## src/rtl/upe_negate16.sv

```systemverilog
// Dual-lane 16-bit two's-complement negation with one registered output stage.
// Optional build macro UPE_NEGATE_SATURATE_EN: 16'h8000 saturates to 16'h7FFF instead of wrapping.
module upe_negate16 (
  input  logic        clk,
  input  logic        rst,
  input  logic        in_valid,
  input  logic [15:0] In1,
  input  logic [15:0] In2,
  output logic        out_valid,
  output logic [15:0] Out1,
  output logic [15:0] Out2,
  output logic        ovf1,
  output logic        ovf2
);

  localparam logic [15:0] MinNeg = 16'h8000;
  localparam logic [15:0] MaxPos = 16'h7FFF;

  // The most negative value is the only operand whose negation is not representable.
  function automatic logic lane_ovf(input logic [15:0] a);
    return (a == MinNeg);
  endfunction

  function automatic logic [15:0] lane_negate(input logic [15:0] a);
    logic [15:0] n;
    n = ~a + 16'd1;
`ifdef UPE_NEGATE_SATURATE_EN
    if (lane_ovf(a)) begin
      n = MaxPos;
    end
`endif
    return n;
  endfunction

  logic        valid_d, valid_q;
  logic [15:0] out1_d, out1_q;
  logic [15:0] out2_d, out2_q;
  logic        ovf1_d, ovf1_q;
  logic        ovf2_d, ovf2_q;

  always_comb begin
    valid_d = in_valid;
    out1_d  = out1_q;
    out2_d  = out2_q;
    ovf1_d  = ovf1_q;
    ovf2_d  = ovf2_q;
    // Data and flags hold their last values when no new pair arrives.
    if (in_valid) begin
      out1_d = lane_negate(In1);
      out2_d = lane_negate(In2);
      ovf1_d = lane_ovf(In1);
      ovf2_d = lane_ovf(In2);
    end
  end

  always_ff @(posedge clk) begin
    if (rst) begin
      valid_q <= 1'b0;
      out1_q  <= 16'h0000;
      out2_q  <= 16'h0000;
      ovf1_q  <= 1'b0;
      ovf2_q  <= 1'b0;
    end else begin
      valid_q <= valid_d;
      out1_q  <= out1_d;
      out2_q  <= out2_d;
      ovf1_q  <= ovf1_d;
      ovf2_q  <= ovf2_d;
    end
  end

  assign out_valid = valid_q;
  assign Out1      = out1_q;
  assign Out2      = out2_q;
  assign ovf1      = ovf1_q;
  assign ovf2      = ovf2_q;

endmodule

```

## config.mk

```make
export PLATFORM = sky130hd
export DESIGN_NAME = upe_negate16
export DESIGN_NICKNAME = d
export VERILOG_FILES = /design/src/rtl/upe_negate16.sv
export SDC_FILE = /design/constraint.sdc
export NUM_CORES = 1
export LEC_CHECK = 0
export ABC_AREA = 1
export CAP_MARGIN = 0
export CORE_MARGIN = 1.5
export CORE_UTILIZATION = 35
export CTS_CLUSTER_DIAMETER = 200
export DETAILED_ROUTE_END_ITERATION = 8
export GPL_TIMING_DRIVEN = 0
export PLACE_DENSITY = 0.76
export SLEW_MARGIN = 20
export SYNTH_ARGS = -nofsm -noshare
export SYNTH_HDL_FRONTEND = slang
export SYNTH_SLANG_ARGS = --single-unit
```

## constraint.sdc

```tcl
create_clock -name clk -period 1 [get_ports clk]
set_input_delay 0.15 -clock clk [delete_from_list [all_inputs] [get_ports clk]]
set_output_delay 0.15 -clock clk [all_outputs]
set_load 0.02 [all_outputs]
```

; Word-level counts from Yosys, hierarchy flattened
; Index checks and enable logic that the tools add are counted.
[totals]
regBits = 35
out_inout_bits = 35
input_bits = 35
[op_classes]
eq_ne = 2
addsub = 2
bitwise_logic = 2
[op_table]
columns = op, count
row1 = adder 16 x 1 -> 16 bit (second input constant), 2
row2 = == test 16 bit (second input constant), 2
row3 = NOT 16 bit, 2

; Logic depth before layout (Yosys ltp)
[logic_depth]
word_depth = 2
ltp_mapped = 9
ltp_nobuf = 9

; Worst setup path before layout
; Ideal clock, no wire load.
[synth_path]
kind = input to register
startpoint = input In1[0]
endpoint = register out1_q[8] (netlist: Out1[8])
t_arrival_ps = 931
path_buffers = 0
cell_stages = 8
path_slack_ps = -40
cell_sequence = inv_1 -> ha_1 -> nand2_2 -> nor2_4 -> or2_1 -> nand3_1 -> nand2_1 -> inv_1
[synth_between]
elab_chain_cells = 2
[synth_rtl]
columns = item, line
row1 = "start, declared", 7  ; input logic [15:0] In1,
row2 = NOT 16 bit, 26  ; n = ~a + 16'd1;
row3 = adder 16 x 1 -> 16 bit, 26
row4 = "end signal, assigned", 65  ; out1_q <= out1_d;
row5 = "end, declared", 36  ; logic [15:0] out1_d, out1_q;
; Every way passes these cells.
; A chain may end at the register's enable or synchronous reset.

; Worst setup path in the final report
[layout_path]
startpoint = register out1_q[13] (netlist: Out1[13])
endpoint = output Out1[13]
[layout_rtl]
columns = item, line
row1 = "end, declared", 10  ; output logic [15:0] Out1,
; No word-level cell between the ends.

==> metrics list <==
* Setup WS pre-CTS: -0.538 ns
* Warnings, synthesis: 0
- Walking the worst path, the cells encountered are buf_2.
- Cell area after placement: 0.00282 mm2
- Register-to-register setup slack: 0.31 ns
- Counting cells, the worst reg-to-reg path comes to 4.
- Levels on crit path: 1
- Number of nets in the finished design: 440
- Floorplan row count: 27
* Pins over their slew limit: 0
* Max H-tree Level: 2
* Die Span X: 79.2 um
- Worst VDD drop: 474 uV
- Number of register bits inferred by synthesis: 35
- 70 I/O pins were placed.
- Clock root buffer: sky130_fd_sc_hd__clkbuf_8
- By area the synthesized netlist is led by sky130_fd_sc_hd__dfxtp_1, sky130_fd_sc_hd__nor2_1, sky130_fd_sc_hd__nand2_1.
- Setup violations remaining at the end of the flow were counted as 0.
- TritonCTS created 5 clock buffers.
* N_diodes: 0
- The analysis attributes to cell leakage a power of 1.47 nW.
- Counting every net in the synthesized netlist gives 356.
- The path class of the tightest hold or removal check is in -> reg.
- By startpoint and endpoint, the worst setup path is classified as reg -> out.
- In the detailed route, the total length drawn on met2 is 2.79 mm.
* TritonCTS clock tree: done
* Outcome: finished, final reports clean
- Counting flops with an async set or reset pin after synthesis yields a share of 0%.
* Sum of routed wire length over all layers: 5.69 mm
- Placed cell count: 459
- Counting every sink on the clock net gives 35.
- First drt pass iteration count: 5
- The critical path ends at Out1[13].
- The synthesized design contains 0 enable-type register cells.
- Count of endpoints failing hold in the final timing report: 0
- Clock input transition at the sequential cells of the worst setup and hold paths: 0.08 ns
* Cell taking the most area after synthesis: sky130_fd_sc_hd__dfxtp_1
* Die Y: 79.2 um
- Largest incremental delay on the critical path: 0.36 ns
- Final total negative setup slack: 0 ns
* Slew of the pin with the lowest slew margin: 0.250 ns
* Number of max-capacitance violations reported: 0
- Data required time at the worst endpoint: 0.85 ns
* Routed length on met3: 373 um
* Met1 wire length: 2.46 mm
* Post-layout minimum cycle time: 0.970 ns
- Largest fanout on the critical path: 2
* Die area: 0.00627 mm2
- Dividing the synthesized area by the synthesized cell count gives 6.37 um2.
* Timing startpoint of the critical path: Out1[13]
- Excluding fillers, the count of instances in the completed layout stands at 476.
- Placer congestion estimate: 0.919
- Dividing the detail-routed wire length by the instance count gives 11.9 um.
- Arrival time reported for the critical path endpoint: 0.82 ns
- The number of global-route vias before repair came to 2142.
* Global Route Usage Sum: 19.3%
- For this run, design rule violations remaining after detail routing come to 0.
- Worst flop-to-flop path startpoint: Out2[2]
* Core box area: 0.00554 mm2
- Largest net degree at the start of global routing: 12
- Once detailed placement completed, the half-perimeter wirelength came to 4.09 mm.
- The endpoint identified for the worst register-to-register timing path is Out2[2].
* Family with the most delay on the worst path: flip-flops
- After routing the design area is 0.00282 mm2.
- The initial antenna violation count came to 0.
- The total overflow left after global routing is 0.
- Number of distinct standard cells referenced by the synthesized netlist: 23
* Number of nets with antenna violations after detailed routing: 0
- Signed area change from the synthesized netlist to the final layout: 38.9%
* Crit path max-delay cell type: sky130_fd_sc_hd__dfxtp_1
- Kind of launch point of the worst setup path: flip-flop
* First-iteration detailed-routing DRC count: 90
- PD cells: 1200 mW/mm2
* Remaining max-slew budget at the tightest pin: 83.3%
- In the post-route analysis, the smallest setup slack over all paths is 0.0304 ns.
- After synthesis, the largest area contributor takes up 34.5% of total cell area.
- Category of the worst setup path capture point: output pin
- First-pass GRT wire length: 9.65 mm
* Hold slack final: 0.203 ns
- Vias/cell: 4.72
* Most instantiated flip-flop cell in the synthesis netlist: sky130_fd_sc_hd__dfxtp_1
- Routed via count: 2248
* Bufs on Longest Clock Path: 2
- Combined area of all synthesized cells: 0.00203 mm2
* Effective utilization at floorplan: 36.7%
- Number of buffer cells added on primary ports: 68
* Cell with the most instances after synthesis: sky130_fd_sc_hd__nor2_1
- Highest signal layer in the routed design: met4
* Clock insertion delay at the later pin of the skew report: 0.29 ns
- In the finished design, the share of the clock period the worst path needs comes to 97.0%.
- CTS hold repair buffers: 0
- The number of buffers and inverters on the critical path is 1.
- Synth Instances: 319
- On the final layout, the worst clock skew is 0 ns.
- Derived from the worst setup path, the maximum achievable clock frequency is 1.03 GHz.
- Share of post-route cells with drive strength above 1: 31.4%
- Post-synth top cells: sky130_fd_sc_hd__nor2_1, sky130_fd_sc_hd__nand2_1, sky130_fd_sc_hd__inv_1
- Of the synthesized area, sequential elements account for 34.5%.
[per-stage QoR]
stage	utilization, %	power [mW]
after CTS	50.3	3.38
after global routing	50.9	3.57
after global placement	50.9	2.46
after floorplan	-	2.02
after detailed placement	50.9	2.47
final	50.9	3.38
[layout by cell type (no fill, tap or decap), drive strengths merged]
cell / synthesis / final
nor2: 99 / 99
nand2: 58 / 58
buf: 5 / 50
inv: 40 / 40
dfxtp: 35 / 35
nand3: 25 / 25
clkbuf: 5 / 22
o21ai: 21 / 21
dlygate4sd2: 0 / 13
a21oi: 13 / 13
xor2: 8 / 8
or2: 4 / 4
clkinv: 0 / 3
clkdlybuf4s15: 0 / 3
clkdlybuf4s50: 0 / 3
xnor2: 2 / 2
nand4: 2 / 2
ha: 2 / 2
dlymetal6s2s: 0 / 1
[cell families (layout without fill, tap and decap cells)]
| logic type | count (synthesis) | count (layout) | share of synthesized area [%] |
|---|---|---|---|
| fa+ha+maj | 2 | 2 | 1.23 |
| xor+xnor | 10 | 10 | 4.31 |
| simple gates | 188 | 188 | 40.7 |
| flops | 35 | 35 | 34.5 |
| buf+inv | 50 | 135 | 10.8 |
| compound gates | 34 | 34 | 8.38 |
[final cells by class]
| cell class | count | area (um2) |
|---|---|---|
| fillers | 588 | 2720 |
| clock inverters | 3 | 15.0 |
| clock buffers | 5 | 68.8 |
| multi-input cells | 234 | 1220 |
| well taps | 72 | 90.1 |
| inverters | 40 | 150 |
| flip-flops and latches | 35 | 702 |
| repair buffers | 78 | 504 |
| plain buffers | 9 | 67.6 |
[what timing repair did]
item / CTS / global route
setup buffers: 6 / 4
setup endpoints to repair: 67 / 27
resized for setup: 188 / 50
pin swaps: 22 / 34
[tightest hold or removal path, cell delays in order]
cell                       delay, ns
sky130_fd_sc_hd__clkbuf_2       0.13
sky130_fd_sc_hd__xor2_1         0.08
sky130_fd_sc_hd__a21oi_1        0.11
[layer usage]
metal | track usage, % | vias to the layer above
li1 | - | 1148
met1 | 23.3 | 1006
met2 | 34.4 | 85
met3 | 3.68 | 9
met4 | 6.14 | 0
met5 | 0 | -
[how the worst min path moves through the flow]
stage	from	to	slack, ns	depth (start not counted)
after CTS	in_valid	Out2[6]	0.22	3
after floorplan	In1[6]	Out1[6]	0.33	2
after global placement	Out2[11]	Out2[11]	0.50	2
after detailed placement	Out2[9]	Out2[9]	0.50	2
final	In2[6]	Out2[6]	0.20	3
after global routing	In1[5]	Out1[5]	0.24	5
[where the power goes]
group / leakage [nW] / total, mW / switching [mW] / internal, mW
logic: 1.13 / 0.829 / 0.507 / 0.323
clock network: 0.0477 / 1.01 / 0.534 / 0.477
registers: 0.291 / 1.54 / 0.0471 / 1.49
total: 1.47 / 3.38 / 1.09 / 2.29
[flip-flops by register name (all words and copies together) (netlist names)]
register   flops
Out2          16
ovf2           1
out_valid      1
ovf1           1
Out1          16
Note: power is estimated with default switching activity, not from simulation.
